--- src/rtl/keypad_scanner.sv ---
// 4x4 matrix keypad scanner: drives active-low columns, synchronises and debounces
// the rows, and emits a registered hex key code with a one-cycle valid strobe.
module keypad_scanner #(
    parameter int SCAN_DIV     = 16,
    parameter int DEBOUNCE_CNT = 4
) (
    input  logic       clk,
    input  logic       rst_n,
    input  logic       ena,
    input  logic [3:0] row_in,
    output logic [3:0] col_out,
    output logic [3:0] key_code,
    output logic       key_valid,
    output logic       key_held,
    output logic       multi_err
);
    localparam int DW = $clog2(SCAN_DIV);
    localparam int CW = $clog2(DEBOUNCE_CNT + 1);
    localparam logic [DW-1:0] DWELL_LAST = DW'(SCAN_DIV - 1);
    localparam logic [CW-1:0] CNT_DONE   = CW'(DEBOUNCE_CNT);

    typedef enum logic [1:0] {SCAN, DEBOUNCE, PRESSED, RELEASE} state_t;

    state_t          state, state_n;
    logic [3:0]      sync1, sync2;
    logic [DW-1:0]   dwell, dwell_n;
    logic [CW-1:0]   cnt, cnt_n;
    logic [1:0]      col, col_n;
    logic [1:0]      row_q, row_n;
    logic [3:0]      code_n;
    logic            valid_n, held_n, merr_n;
    logic            tick, s_none, s_single, s_multi;
    logic [1:0]      s_row;

    function automatic logic [3:0] key_map(input logic [1:0] r, input logic [1:0] c);
        case ({r, c})
            4'h0: key_map = 4'h1;  4'h1: key_map = 4'h2;  4'h2: key_map = 4'h3;  4'h3: key_map = 4'hA;
            4'h4: key_map = 4'h4;  4'h5: key_map = 4'h5;  4'h6: key_map = 4'h6;  4'h7: key_map = 4'hB;
            4'h8: key_map = 4'h7;  4'h9: key_map = 4'h8;  4'hA: key_map = 4'h9;  4'hB: key_map = 4'hC;
            4'hC: key_map = 4'hE;  4'hD: key_map = 4'h0;  4'hE: key_map = 4'hF;  default: key_map = 4'hD;
        endcase
    endfunction

    assign col_out = ~(4'b0001 << col);

    // Sample classification; a multi-row sample behaves as "no key"
    assign tick     = (dwell == DWELL_LAST);
    assign s_single = $onehot(~sync2);
    assign s_multi  = (sync2 != 4'hF) && !s_single;
    assign s_none   = !s_single;
    always_comb begin
        case (sync2)
            4'b1110: s_row = 2'd0;
            4'b1101: s_row = 2'd1;
            4'b1011: s_row = 2'd2;
            default: s_row = 2'd3;
        endcase
    end

    always_ff @(posedge clk or negedge rst_n) begin
        if (!rst_n) begin
            sync1     <= 4'hF;
            sync2     <= 4'hF;
            state     <= SCAN;
            dwell     <= '0;
            cnt       <= '0;
            col       <= 2'd0;
            row_q     <= 2'd0;
            key_code  <= 4'h0;
            key_valid <= 1'b0;
            key_held  <= 1'b0;
            multi_err <= 1'b0;
        end else begin
            sync1     <= row_in;
            sync2     <= sync1;
            state     <= state_n;
            dwell     <= dwell_n;
            cnt       <= cnt_n;
            col       <= col_n;
            row_q     <= row_n;
            key_code  <= code_n;
            key_valid <= valid_n;
            key_held  <= held_n;
            multi_err <= merr_n;
        end
    end

    always_comb begin
        state_n = state;
        dwell_n = dwell;
        cnt_n   = cnt;
        col_n   = col;
        row_n   = row_q;
        code_n  = key_code;
        valid_n = 1'b0;
        held_n  = key_held;
        merr_n  = multi_err;
        if (ena) begin
            dwell_n = tick ? '0 : dwell + DW'(1);
            if (tick) begin
                if (s_multi) merr_n = 1'b1;
                case (state)
                    SCAN: begin
                        if (s_single) begin
                            row_n = s_row;
                            if (DEBOUNCE_CNT == 1) begin
                                state_n = PRESSED;
                                code_n  = key_map(s_row, col);
                                valid_n = 1'b1;
                                held_n  = 1'b1;
                            end else begin
                                state_n = DEBOUNCE;
                                cnt_n   = CW'(1);
                            end
                        end else begin
                            col_n = col + 2'd1;
                        end
                    end
                    DEBOUNCE: begin
                        if (s_single && s_row == row_q) begin
                            cnt_n = cnt + CW'(1);
                            if (cnt + CW'(1) == CNT_DONE) begin
                                state_n = PRESSED;
                                code_n  = key_map(row_q, col);
                                valid_n = 1'b1;
                                held_n  = 1'b1;
                            end
                        end else begin
                            state_n = SCAN;
                            col_n   = col + 2'd1;
                        end
                    end
                    PRESSED: begin
                        if (s_none) begin
                            if (DEBOUNCE_CNT == 1) begin
                                state_n = SCAN;
                                held_n  = 1'b0;
                                col_n   = col + 2'd1;
                            end else begin
                                state_n = RELEASE;
                                cnt_n   = CW'(1);
                            end
                        end
                    end
                    default: begin // RELEASE
                        if (s_none) begin
                            cnt_n = cnt + CW'(1);
                            if (cnt + CW'(1) == CNT_DONE) begin
                                state_n = SCAN;
                                held_n  = 1'b0;
                                col_n   = col + 2'd1;
                            end
                        end else begin
                            state_n = PRESSED;
                        end
                    end
                endcase
            end
        end
    end
endmodule

--- config.mk ---
export PLATFORM = sky130hd
export DESIGN_NAME = keypad_scanner
export DESIGN_NICKNAME = d
export VERILOG_FILES = /design/src/rtl/keypad_scanner.sv
export SDC_FILE = /design/constraint.sdc
export NUM_CORES = 1
export LEC_CHECK = 0
export BUFFER_PORTS_ARGS = -buffer_cell sky130_fd_sc_hd__buf_2
export CORE_MARGIN = 3
export CORE_UTILIZATION = 50
export DETAILED_ROUTE_END_ITERATION = 6
export HOLD_SLACK_MARGIN = 0.05
export PLACE_DENSITY = 0.81
export SYNTH_ARGS = -nofsm -noshare
export SYNTH_HDL_FRONTEND = slang
export SYNTH_SLANG_ARGS = --single-unit
--- constraint.sdc ---
create_clock -name clk -period 3.03 [get_ports clk]
set_clock_uncertainty 0.1 [all_clocks]
set_input_delay 0.606 -clock clk [delete_from_list [all_inputs] [get_ports clk]]
set_output_delay 0.606 -clock clk [all_outputs]
set_load 0.005 [all_outputs]
# ---- Word-level counts from Yosys, hierarchy flattened
# Memory sizes are Yosys's and may differ from the RTL's. A register that Yosys moved wholly into a read port is not among the register bits.
# Cells that the tools add are included.
dict set report totals {
  register_bits 24
  rom_bits 64
  output_inout_bits 11
  n_memories 1
}
dict set report op_classes {
  n_addsub 6
  n_eq_ne 18
  shifts 1
  mux 29
  bitwise_logic 4
  n_reduce_logical 15
}
# name words width read_ports rd_clocked_by_memory_dff write_ports line
set memory_table {}
lappend memory_table {{(name not given)} 16 4 1 1 0 36} ;# case ({r, c})
# op n
set ops {}
lappend ops {{$mux 2} 10}
lappend ops {{$pmux 2 s3} 3}
lappend ops {{$reduce_and 6->1} 3}
lappend ops {{$eq 4x4->1 const B} 4}
lappend ops {{$mux 3} 4}
lappend ops {{$ne 2x2->1 const B} 5}
lappend ops {{$mux 1} 9}
lappend ops {{$pmux 3 s3} 1}
lappend ops {{$not 4->4} 2}
lappend ops {{$reduce_and 7->1} 1}
lappend ops {{$reduce_and 5->1} 1}
lappend ops {{$add 1x1->2} 2}
lappend ops {{$add 4x1->4 const B} 1}
lappend ops {{$mux 4} 1}
lappend ops {{$ne 4x4->1 const B} 1}
lappend ops {{$reduce_and 4->1} 1}
lappend ops {{$reduce_bool 4->1} 1}
lappend ops {{$shl 1x2->4 const A} 1}
lappend ops {{$add 2x2->3} 1}
lappend ops {{$add 3x1->3 const B} 1}
lappend ops {{$eq 3x1->1 const B} 1}
lappend ops {{$eq 3x3->1 const B} 1}
lappend ops {{$ne 3x1->1 const B} 1}
lappend ops {{$ne 3x3->1 const B} 1}
lappend ops {{other kinds (13)} 16}

# ---- Logic depth before layout (Yosys ltp)
# Gate-level depths: netlist of the first run.
dict set report depth {
  ltp_word 9
  ltp_mapped 9
  ltp_nobuf 9
}

# ---- Least setup slack after synthesis of the first run
# Ideal clock, no wire load.
dict set report synth_timing {
  path_kind {register to register}
  startpoint {reg sync2[0]}
  endpoint {reg key_code[0]}
  arrival_ns 2.792
  path_slack_ns 0.013
  stages_incl_launch_ff 10
  n_path_buf 1
  period_less_slack_ns 3.017
  cell_sequence {dfstp_2 -> fa_1 -> inv_1 -> ha_1 -> ha_1 -> or3b_4 -> a2111oi_4 -> and3_1 -> buf_6 -> mux2_4}
}
dict set report synth_via {
  elab_chain_len 6
  word_cells_on_any_way 11
  classes_between {2 x add/sub; 5 x eq/ne; 1 x mux; 1 x bitwise; 2 x reduce/logical}
}
# element line
set synth_lines {}
lappend synth_lines {{start, declared} 25} ;# logic [3:0] sync1, sync2;
lappend synth_lines {{start signal, assigned} 75} ;# sync2 <= sync1;
lappend synth_lines {{$not 4->4} 48} ;# assign s_single = $onehot(~sync2);
lappend synth_lines {{$add 1x1->2 (implied by the code)} 48}
lappend synth_lines {{$add 2x2->3 (implied by the code)} 48}
lappend synth_lines {{$eq 3x1->1} 48}
lappend synth_lines {{$logic_and 1x1->1 (*)} 120} ;# if (s_single && s_row == row_q) begin
lappend synth_lines {{$reduce_and 5->1 (no source line) (*)} -}
lappend synth_lines {{end, declared} 12} ;# output logic [3:0] key_code,
# Every way passes the cells marked *; elsewhere a longest branch is shown, timed or not.
# A chain may end at the register's enable or synchronous reset.

# ---- Final worst setup path of the first run
dict set report layout_timing {
  startpoint {reg sync2[1]}
  endpoint {reg cnt[0]}
}
dict set report layout_via {
  elab_chain_len 7
  word_cells_on_any_way 15
  classes_between {2 x add/sub; 9 x eq/ne; 1 x mux; 1 x bitwise; 2 x reduce/logical}
}
# element line
set layout_lines {}
lappend layout_lines {{$not 4->4} 48}
lappend layout_lines {{$add 1x1->2 (implied by the code)} 48}
lappend layout_lines {{$add 2x2->3 (implied by the code)} 48}
lappend layout_lines {{$eq 3x1->1} 48}
lappend layout_lines {{$logic_and 1x1->1} 120}
lappend layout_lines {{$ne 2x2->1 (no source line)} -}
lappend layout_lines {{$reduce_and 6->1 (no source line) (*)} -}
lappend layout_lines {{end signal, assigned} 78} ;# cnt <= cnt_n;
lappend layout_lines {{end, declared} 27} ;# logic [CW-1:0] cnt, cnt_n;
# Marked as above.

==> flow_summary.toml, run 1 <==
[outcome]
outcome = "finished clean"

[grt]
grt_start_max_net_pins = 29
grt_first_pass_wirelength_um = 5660
track_usage_pct = 18.2
grt_overflow = 0
grt_pass1_vias = 1242
antenna_found_initial = 0

[timing]
fmax_ghz = 0.343
period_share_pct = 96.3
slew_headroom_pct = 60.7
finalMaxSlewViolations = 0
fin_crit_ps = 2920
tightest_slew_ps = 589
fin_setup_tns_ps = 0
hold_viol = 0
finalSetupViolations = 0

[clocking]
clk_pin_slew_worst_paths_ps = 150
clockRootBuffer = "clkbuf_4"
cts_tree = "done"
ctsHoldBuffers = 0
cts_made_buffers = 3
clock-sinks = 28
htreeDepth = 1
clk_latency_ps = 340
clock_path_buffers = 2

[synth]
syn_nets = 175
ys_async_sr_fraction_pct = 100
syn_inst = 149
synth_area_mm2 = 0.00163
synth_edf_count = 0
ys_types = 39
yosysSeqAreaShare_pct = 43.5
ys_warn_count = 0
ys_ff_latch = 28
syn_area_per_cell_um2 = 11.0
yosys_most_used_dff = "dfrtp_1"

[final_layout]
layout.nets = 203
antenna_cells = 0
area_growth_syn_to_layout_pct = 17.2
fin_util_pct = 62.2
stdcell_area_mm2 = 0.00192
n_fill_cell = 260
multiInputGateArea_um2 = 877
layout-drive-gt1-share_pct = 32.4
register_area_um2 = 711

[floorplanning]
die_x_um = 63.2
die_y_um = 63.2
fp-row-count = 20
die_area_mm2 = 0.00399
initial_core_util_pct = 53.1
core_area_mm2 = 0.00308
ios = 18

[detailed_routing]
drtIter0Drc = 46
top_layer = "met4"
wl_per_cell_um = 14.5
met2_length_um = 1700
wl_um = 3190
wl_met1_um = 1320
viasPerCell = 5.17
vias = 1138
wl_met3_um = 103
postRouteAntennaNets = 0
drt-pass1-iter-count = 4
drc = 0

[power_and_ir_drop]
ir_drop_v = 0.000499
powerDensity_mw_per_mm2 = 722
p_leak_nw = 0.869
total_power_mw = 1.38

[worst_setup_path]
cp.arrival_ps = 3070
cp-start-kind = "flip-flop"
path_class = "flip-flop to flip-flop"
cp_max_fo = 4
required_ps = 3180
end_kind = "flip-flop"

[job]
cap_violations = 0

[place]
gp_congestion = 0.939
numPortBuffers = 17
placed_area_mm2 = 0.00181
dp.final_hpwl_um = 2480

[hold_path]
min_path_type = "input pin to async pin"
==> kinds of logic (layout without fill, tap and decap cells) <==
logic type | after synthesis | in the layout | synth area share [%]
compound gates | 27 | 27 | 12.5
xor+xnor | 5 | 5 | 2.68
fa+ha+maj | 19 | 19 | 15.0
buf+inv | 21 | 48 | 5.44
flops | 28 | 28 | 43.5
mux | 13 | 13 | 10.0
simple gates | 36 | 36 | 10.9
==> worst paths after layout <==
path | start | cells past startpoint | slack, ps | endpoint
min in group clk | row_in[1] | 1 | 240 | sync1[1]
max reg2reg | sync2[1] | 8 | 110 | cnt[0]
min | rst_n | 1 | 140 | row_q[1]
max in group asynchronous | rst_n | 1 | 2300 | col[1]
max | sync2[1] | 8 | 110 | cnt[0]
min reg2reg | sync1[0] | 0 | 270 | sync2[0]
==> flip-flops by register name, indices dropped and copies added (netlist names) <==
signal     cells
state          2
key_held       1
col            2
row_q          2
sync1          4
key_code       4
multi_err      1
cnt            3
dwell          4
sync2          4
key_valid      1
==> area by class of cell <==
class,instances,area share (%)
clock buffer,3,1.18
sequential,28,37.1
tap,44,2.87
inverter,18,3.53
timing repair buffer,26,7.97
clock inverter,1,1.57
multi-input combinational,100,45.8
==> cell usage in the layout, fill, tap and decap left out, types with 3 or more instances in the layout <==
cell type  count
nand3_1        5
xnor2_1        3
dfstp_2        8
mux2i_1        4
o21ai_0        7
buf_4          9
nand2_1       12
nor2_1         8
ha_1          17
mux2_4         3
buf_2         17
clkbuf_4       3
mux2_2         5
inv_1         18
dfrtp_1       20
==> worst max-delay path: stages, from the launching register on <==
cell     delay, ps
dfstp_2        580
fa_1           440
inv_1           70
ha_1           180
ha_4           210
or3b_4         420
a211o_1        300
a21oi_2        180
mux2_2         350
==> routing by layer <==
metal	vias to the layer above	track usage, %
li1	563	-
met1	552	20.5
met2	16	32.1
met3	7	5.17
met4	0	7.44
met5	-	0
==> power by group <==
part	leakage, nW	switching [mW]	internal [mW]
Combinational	0.509	0.313	0.259
Sequential	0.332	0.106	0.459
Clock	0.0279	0.113	0.134
==> stage by stage <==
| stage | setup WS, ps | hold WS (ps) | cells |
|---|---|---|---|
| 2_1_floorplan | 13.1 | 210 | 149 |
| 3_3_place_gp | 20.1 | 246 | 214 |
| 3_5_place_dp | -108 | 250 | 214 |
| 4_1_cts | 11.1 | 161 | 220 |
| 5_1_grt | -13.3 | 156 | 220 |
| 6_report | 111 | 140 | 220 |
==> repair_timing <==
item / in CTS / in global routing
pin swaps: 3 / 4
setup buffers: 2 / 0
endpoints found under the setup margin: 7 / 7
gates resized for setup: 3 / 7
==> synthesized netlist by cell type, types with 2 or more instances <==
cell,n,area share (%)
o211ai_1,2,0.92
a21oi_1,3,0.92
mux2_2,5,3.4
mux2i_1,4,2.5
inv_1,18,4.1
nand2_1,12,2.8
nand4_1,2,0.77
nor2_1,8,1.8
a211o_1,2,1.1
buf_2,2,0.61
xnor2_1,3,1.6
ha_1,18,14
nor3_1,2,0.61
dfrtp_1,20,31
mux2_4,3,2.8
o21ai_0,9,2.8
xor2_1,2,1.1
nand3_1,5,1.5
dfstp_2,8,13
nand3b_1,2,0.92
No activity file was read; power rests on OpenSTA's default activity.
==> inputs of run 2 (changes only) <==
--- a/config.mk
+++ b/config.mk
@@ -7,10 +7,10 @@
 export LEC_CHECK = 0
 export BUFFER_PORTS_ARGS = -buffer_cell sky130_fd_sc_hd__buf_2
 export CORE_MARGIN = 3
-export CORE_UTILIZATION = 50
+export CORE_UTILIZATION = 32
 export DETAILED_ROUTE_END_ITERATION = 6
 export HOLD_SLACK_MARGIN = 0.05
-export PLACE_DENSITY = 0.81
+export PLACE_DENSITY = 0.59
 export SYNTH_ARGS = -nofsm -noshare
 export SYNTH_HDL_FRONTEND = slang
 export SYNTH_SLANG_ARGS = --single-unit
==> flow_summary.toml, run 2 (synthesis results as in run 1) <==
[place]
dp_slack_ps = -38.7
dp.final_hpwl_um = 2050
gp_congestion = 0.751
placed_area_mm2 = 0.00185
numPortBuffers = 17
dpl.cell_count = 239

[final_layout]
final_common_cell = "dfrtp_1"
layout.cells.non_filler = 244
area_growth_syn_to_layout_pct = 18.8
n_fill_cell = 497
stdcell_area_mm2 = 0.00194
final_cell_mix = "20 x dfrtp_1, 18 x inv_1, 18 x ha_1"
antenna_cells = 0
layout-drive-gt1-share_pct = 31.1
layout.nets = 204

[power_and_ir_drop]
p_int_mw = 0.885
ir_drop_v = 0.000387
powerDensity_mw_per_mm2 = 713
p_leak_nw = 0.879
switchingPower_mw = 0.500
combPwrFrac_pct = 37.9
pwr-share-clk_pct = 21.4
total_power_mw = 1.38
swShare_pct = 36.1
seqPwrFrac_pct = 40.7

[outcome]
outcome = "finished clean"

[grt]
use_met1_pct = 13.0
grt_overflow = 0
track_usage_pct = 9.60
grt_start_max_net_pins = 29
grt.busiest_layer = "met2"
grt_first_pass_wirelength_um = 4730
grt_use_met3_pct = 2.78
antenna_found_initial = 0
use_met2_pct = 15.2
grt_pass1_vias = 1072

[timing]
finalSetupViolations = 0
fin_crit_ps = 2950
rsz0062_at_grt = "false"
slew_headroom_pct = 59.4
finalMaxSlewViolations = 0
fmax_ghz = 0.339
hold_viol = 0
period_share_pct = 97.3
tightest_slew_ps = 609
final.setup.worst_slack_ps = 81.2

[worst_setup_path]
path_class = "flip-flop to flip-flop"
end_kind = "flip-flop"
cp_max_fo = 4
r2r_setup_slack_ps = 80
cp.arrival_ps = 3010
cp-start-kind = "flip-flop"
required_ps = 3090

[floorplanning]
core_area_mm2 = 0.00482
die_y_um = 77.5
fp-row-count = 25
initial_core_util_pct = 33.9
die_x_um = 77.5
ios = 18
die_area_mm2 = 0.00600

[clocking]
clockRootBuffer = "clkbuf_8"
clk_pin_slew_worst_paths_ps = 100
cts_made_buffers = 3
clk_latency_ps = 280
htreeDepth = 1
cts_tree = "done"
clock-sinks = 28
clock_path_buffers = 2

[detailed_routing]
wl_um = 2760
drt-pass1-iter-count = 4
drtIter0Drc = 54
postRouteAntennaNets = 0
vias = 1125
wl_per_cell_um = 11.3
drc = 0
viasPerCell = 4.61

[job]
cap_violations = 0

[hold_path]
min_path_type = "input pin to async pin"
-- run 2: final timing paths --
check / from / end / cells past startpoint
max: sync2[0] / cnt[0] / 8
min: rst_n / col[0] / 1
max in group asynchronous: rst_n / state[1] / 1
min in group clk: sync1[3] / sync2[3] / 0
min reg2reg: sync1[3] / sync2[3] / 0
max reg2reg: sync2[0] / cnt[0] / 8
-- run 2: critical path, stage by stage, from the launching register on --
cell	delay (ps)
dfstp_2	390
fa_1	530
inv_1	40
ha_1	170
ha_1	290
or3b_4	440
a211o_1	350
a21oi_2	200
mux2_2	340
-- run 2: power groups by stage --
stage | logic [mW] | clock network, mW | registers (mW)
floorplan | 0.408 | 0 | 0.534
global placement | 0.511 | 0 | 0.569
detailed placement | 0.518 | 0 | 0.569
CTS | 0.521 | 0.309 | 0.563
global route | 0.611 | 0.318 | 0.583
finish | 0.525 | 0.296 | 0.564
-- run 2: metrics by stage --
step	setup TNS, ps	hold WS [ps]	util (%)
floorplan	0	210	-
global placement	-16.7	247	38.4
detailed placement	-116	247	38.4
CTS	0	252	39.9
global route	0	263	40.3
finish	0	218	40.3
-- run 2: cell type report --
class / count / area, um2 / area share [%]
multi-input cells: 100 / 848 / 43.7
clock inverters: 1 / 30.0 / 1.55
inverters: 18 / 67.6 / 3.48
flip-flops and latches: 28 / 711 / 36.6
clock buffers: 3 / 41.3 / 2.13
repair buffers: 27 / 160 / 8.25
well taps: 67 / 83.8 / 4.32
-- run 2: what timing repair did --
action	in CTS	in global routing
setup endpoints to repair	4	7
resized for setup	1	4
setup buffers	0	1
gates cloned	0	0
pin swaps	0	1
endpoints found under the hold margin	0	0
hold buffers	0	0
-- run 2: per-layer routing --
metal	vias up	share of wire, %
met5	-	0
met4	0	0.54
met3	2	5.0
met2	23	46
met1	533	49
li1	567	-
==> inputs of run 3 (changes only) <==
--- a/config.mk
+++ b/config.mk
@@ -5,7 +5,7 @@
 export SDC_FILE = /design/constraint.sdc
 export NUM_CORES = 1
 export LEC_CHECK = 0
-export BUFFER_PORTS_ARGS = -buffer_cell sky130_fd_sc_hd__buf_2
+export BUFFER_PORTS_ARGS = -buffer_cell sky130_fd_sc_hd__clkbuf_2
 export CORE_MARGIN = 3
 export CORE_UTILIZATION = 32
 export DETAILED_ROUTE_END_ITERATION = 6
@@ -14,3 +14,4 @@
 export SYNTH_ARGS = -nofsm -noshare
 export SYNTH_HDL_FRONTEND = slang
 export SYNTH_SLANG_ARGS = --single-unit
+export TNS_END_PERCENT = 1
==> flow_summary.toml, run 3 (synthesis results as in run 1) <==
[timing]
finalSetupViolations = 0
tightest_slew_ps = 690
finalMaxSlewViolations = 0
rsz0062_at_grt = "false"
hold_viol = 0
fin_crit_ps = 2930
slew_headroom_pct = 54.0
period_share_pct = 96.7
fmax_ghz = 0.341
fin_setup_tns_ps = 0
fin_worst_hold_slack_ps = 245

[outcome]
outcome = "finished clean"

[worst_setup_path]
slowest_delay_ps = 530
path_class = "flip-flop to flip-flop"
critPathSlowestCell = "fa_1"
r2r_setup_slack_ps = 100
required_ps = 3100
cp_top_family = "adder cells"
end_kind = "flip-flop"
cp_cell_sequence = "fa_1 > inv_1 > ha_1 > ha_1 > or3b_4 > a211o_1 > a21oi_2 > mux2_2"
cp_common_cell = "ha_1"
critPathBufInv = 1
cp-start-kind = "flip-flop"
cp.arrival_ps = 3000
cp_max_fo = 4

[detailed_routing]
postRouteAntennaNets = 0
drtIter0Drc = 39
met2_length_um = 1260
wl_per_cell_um = 11.7
viasPerCell = 4.76
vias = 1157
wl_met1_um = 1360
wl_met3_um = 169
drt-pass1-iter-count = 4
wl_um = 2840
top_layer = "met4"
drc = 0

[final_layout]
final_common_cell = "dfrtp_1"
antenna_cells = 0
final_cell_mix = "20 x dfrtp_1, 18 x inv_1, 18 x ha_1"
stdcell_area_mm2 = 0.00193
n_fill_cell = 480
fin_util_pct = 40.2
layout-drive-gt1-share_pct = 30.7
area_growth_syn_to_layout_pct = 18.4
layout.nets = 203

[grt]
track_usage_pct = 10.1
grt_pass1_vias = 1136
antenna_found_initial = 0
grt_first_pass_wirelength_um = 4890
grt_start_max_net_pins = 29
grt_overflow = 0

[power_and_ir_drop]
ir_drop_v = 0.000358
powerDensity_mw_per_mm2 = 718
total_power_mw = 1.39
p_leak_nw = 0.874

[clocking]
clockRootBuffer = "clkbuf_8"
clock-sinks = 28
cts_tree = "done"
clk_pin_slew_worst_paths_ps = 100
clock_path_buffers = 2
cts_made_buffers = 3
clk_latency_ps = 280
htreeDepth = 1

[place]
placed_area_mm2 = 0.00185
dp.final_hpwl_um = 2110
numPortBuffers = 17
gp_congestion = 0.774

[floorplanning]
initial_core_util_pct = 33.9
die_x_um = 77.5
die_area_mm2 = 0.00600
ios = 18
die_y_um = 77.5
fp-row-count = 25
core_area_mm2 = 0.00482

[hold_path]
min_path_type = "input pin to async pin"

[job]
cap_violations = 0
## run 3: timing repair
item | 4_1_cts | 5_1_grt
buffers inserted | 0 | 0
gates cloned | 0 | 0
hold buffers | 0 | 0
pin swaps | 0 | 1
endpoints found under the setup margin | 4 | 8
resized for setup | 2 | 3
## run 3: cell type report
cell class | count | area, um2 | area share, %
clock buffers | 3 | 41.3 | 2.13
clock inverters | 1 | 30.0 | 1.55
inverters | 18 | 67.6 | 3.49
multi-input cells | 100 | 848 | 43.9
flip-flops and latches | 28 | 711 | 36.7
well taps | 67 | 83.8 | 4.33
repair buffers | 26 | 153 | 7.89
## run 3: worst paths after layout
| check | to | startpoint | depth (start not counted) |
|---|---|---|---|
| setup / recovery | cnt[0] | sync2[0] | 8 |
| hold / removal | key_code[1] | rst_n | 1 |
| setup reg to reg | cnt[0] | sync2[0] | 8 |
| hold reg to reg | sync2[1] | sync1[1] | 0 |
| max in group asynchronous | state[0] | rst_n | 1 |
| min in group clk | sync2[1] | sync1[1] | 0 |
## run 3: layer usage
metal  vias to the layer above  GRT usage, %
met3                         6          2.78
met2                        36          16.5
met5                         -             0
met1                       550          12.7
li1                        565             -
met4                         0          3.56
## run 3: power by group
part	internal (mW)	switching (mW)	leakage, nW
Clock	0.177	0.122	0.0357
Sequential	0.459	0.106	0.332
Combinational	0.247	0.278	0.507
Total	0.883	0.505	0.874
## run 3: per-stage QoR
step,std cells,setup slack (ps)
after floorplan,149,13.1
after global placement,239,5.56
after detailed placement,239,-39.2
after CTS,243,11.7
after global routing,243,7.79
final,243,101
## run 3: worst reg2reg max path, stage by stage, from the launching register on
cell	delay, ps
dfstp_2	390
fa_1	530
inv_1	40
ha_1	170
ha_1	290
or3b_4	440
a211o_1	350
a21oi_2	180
mux2_2	340
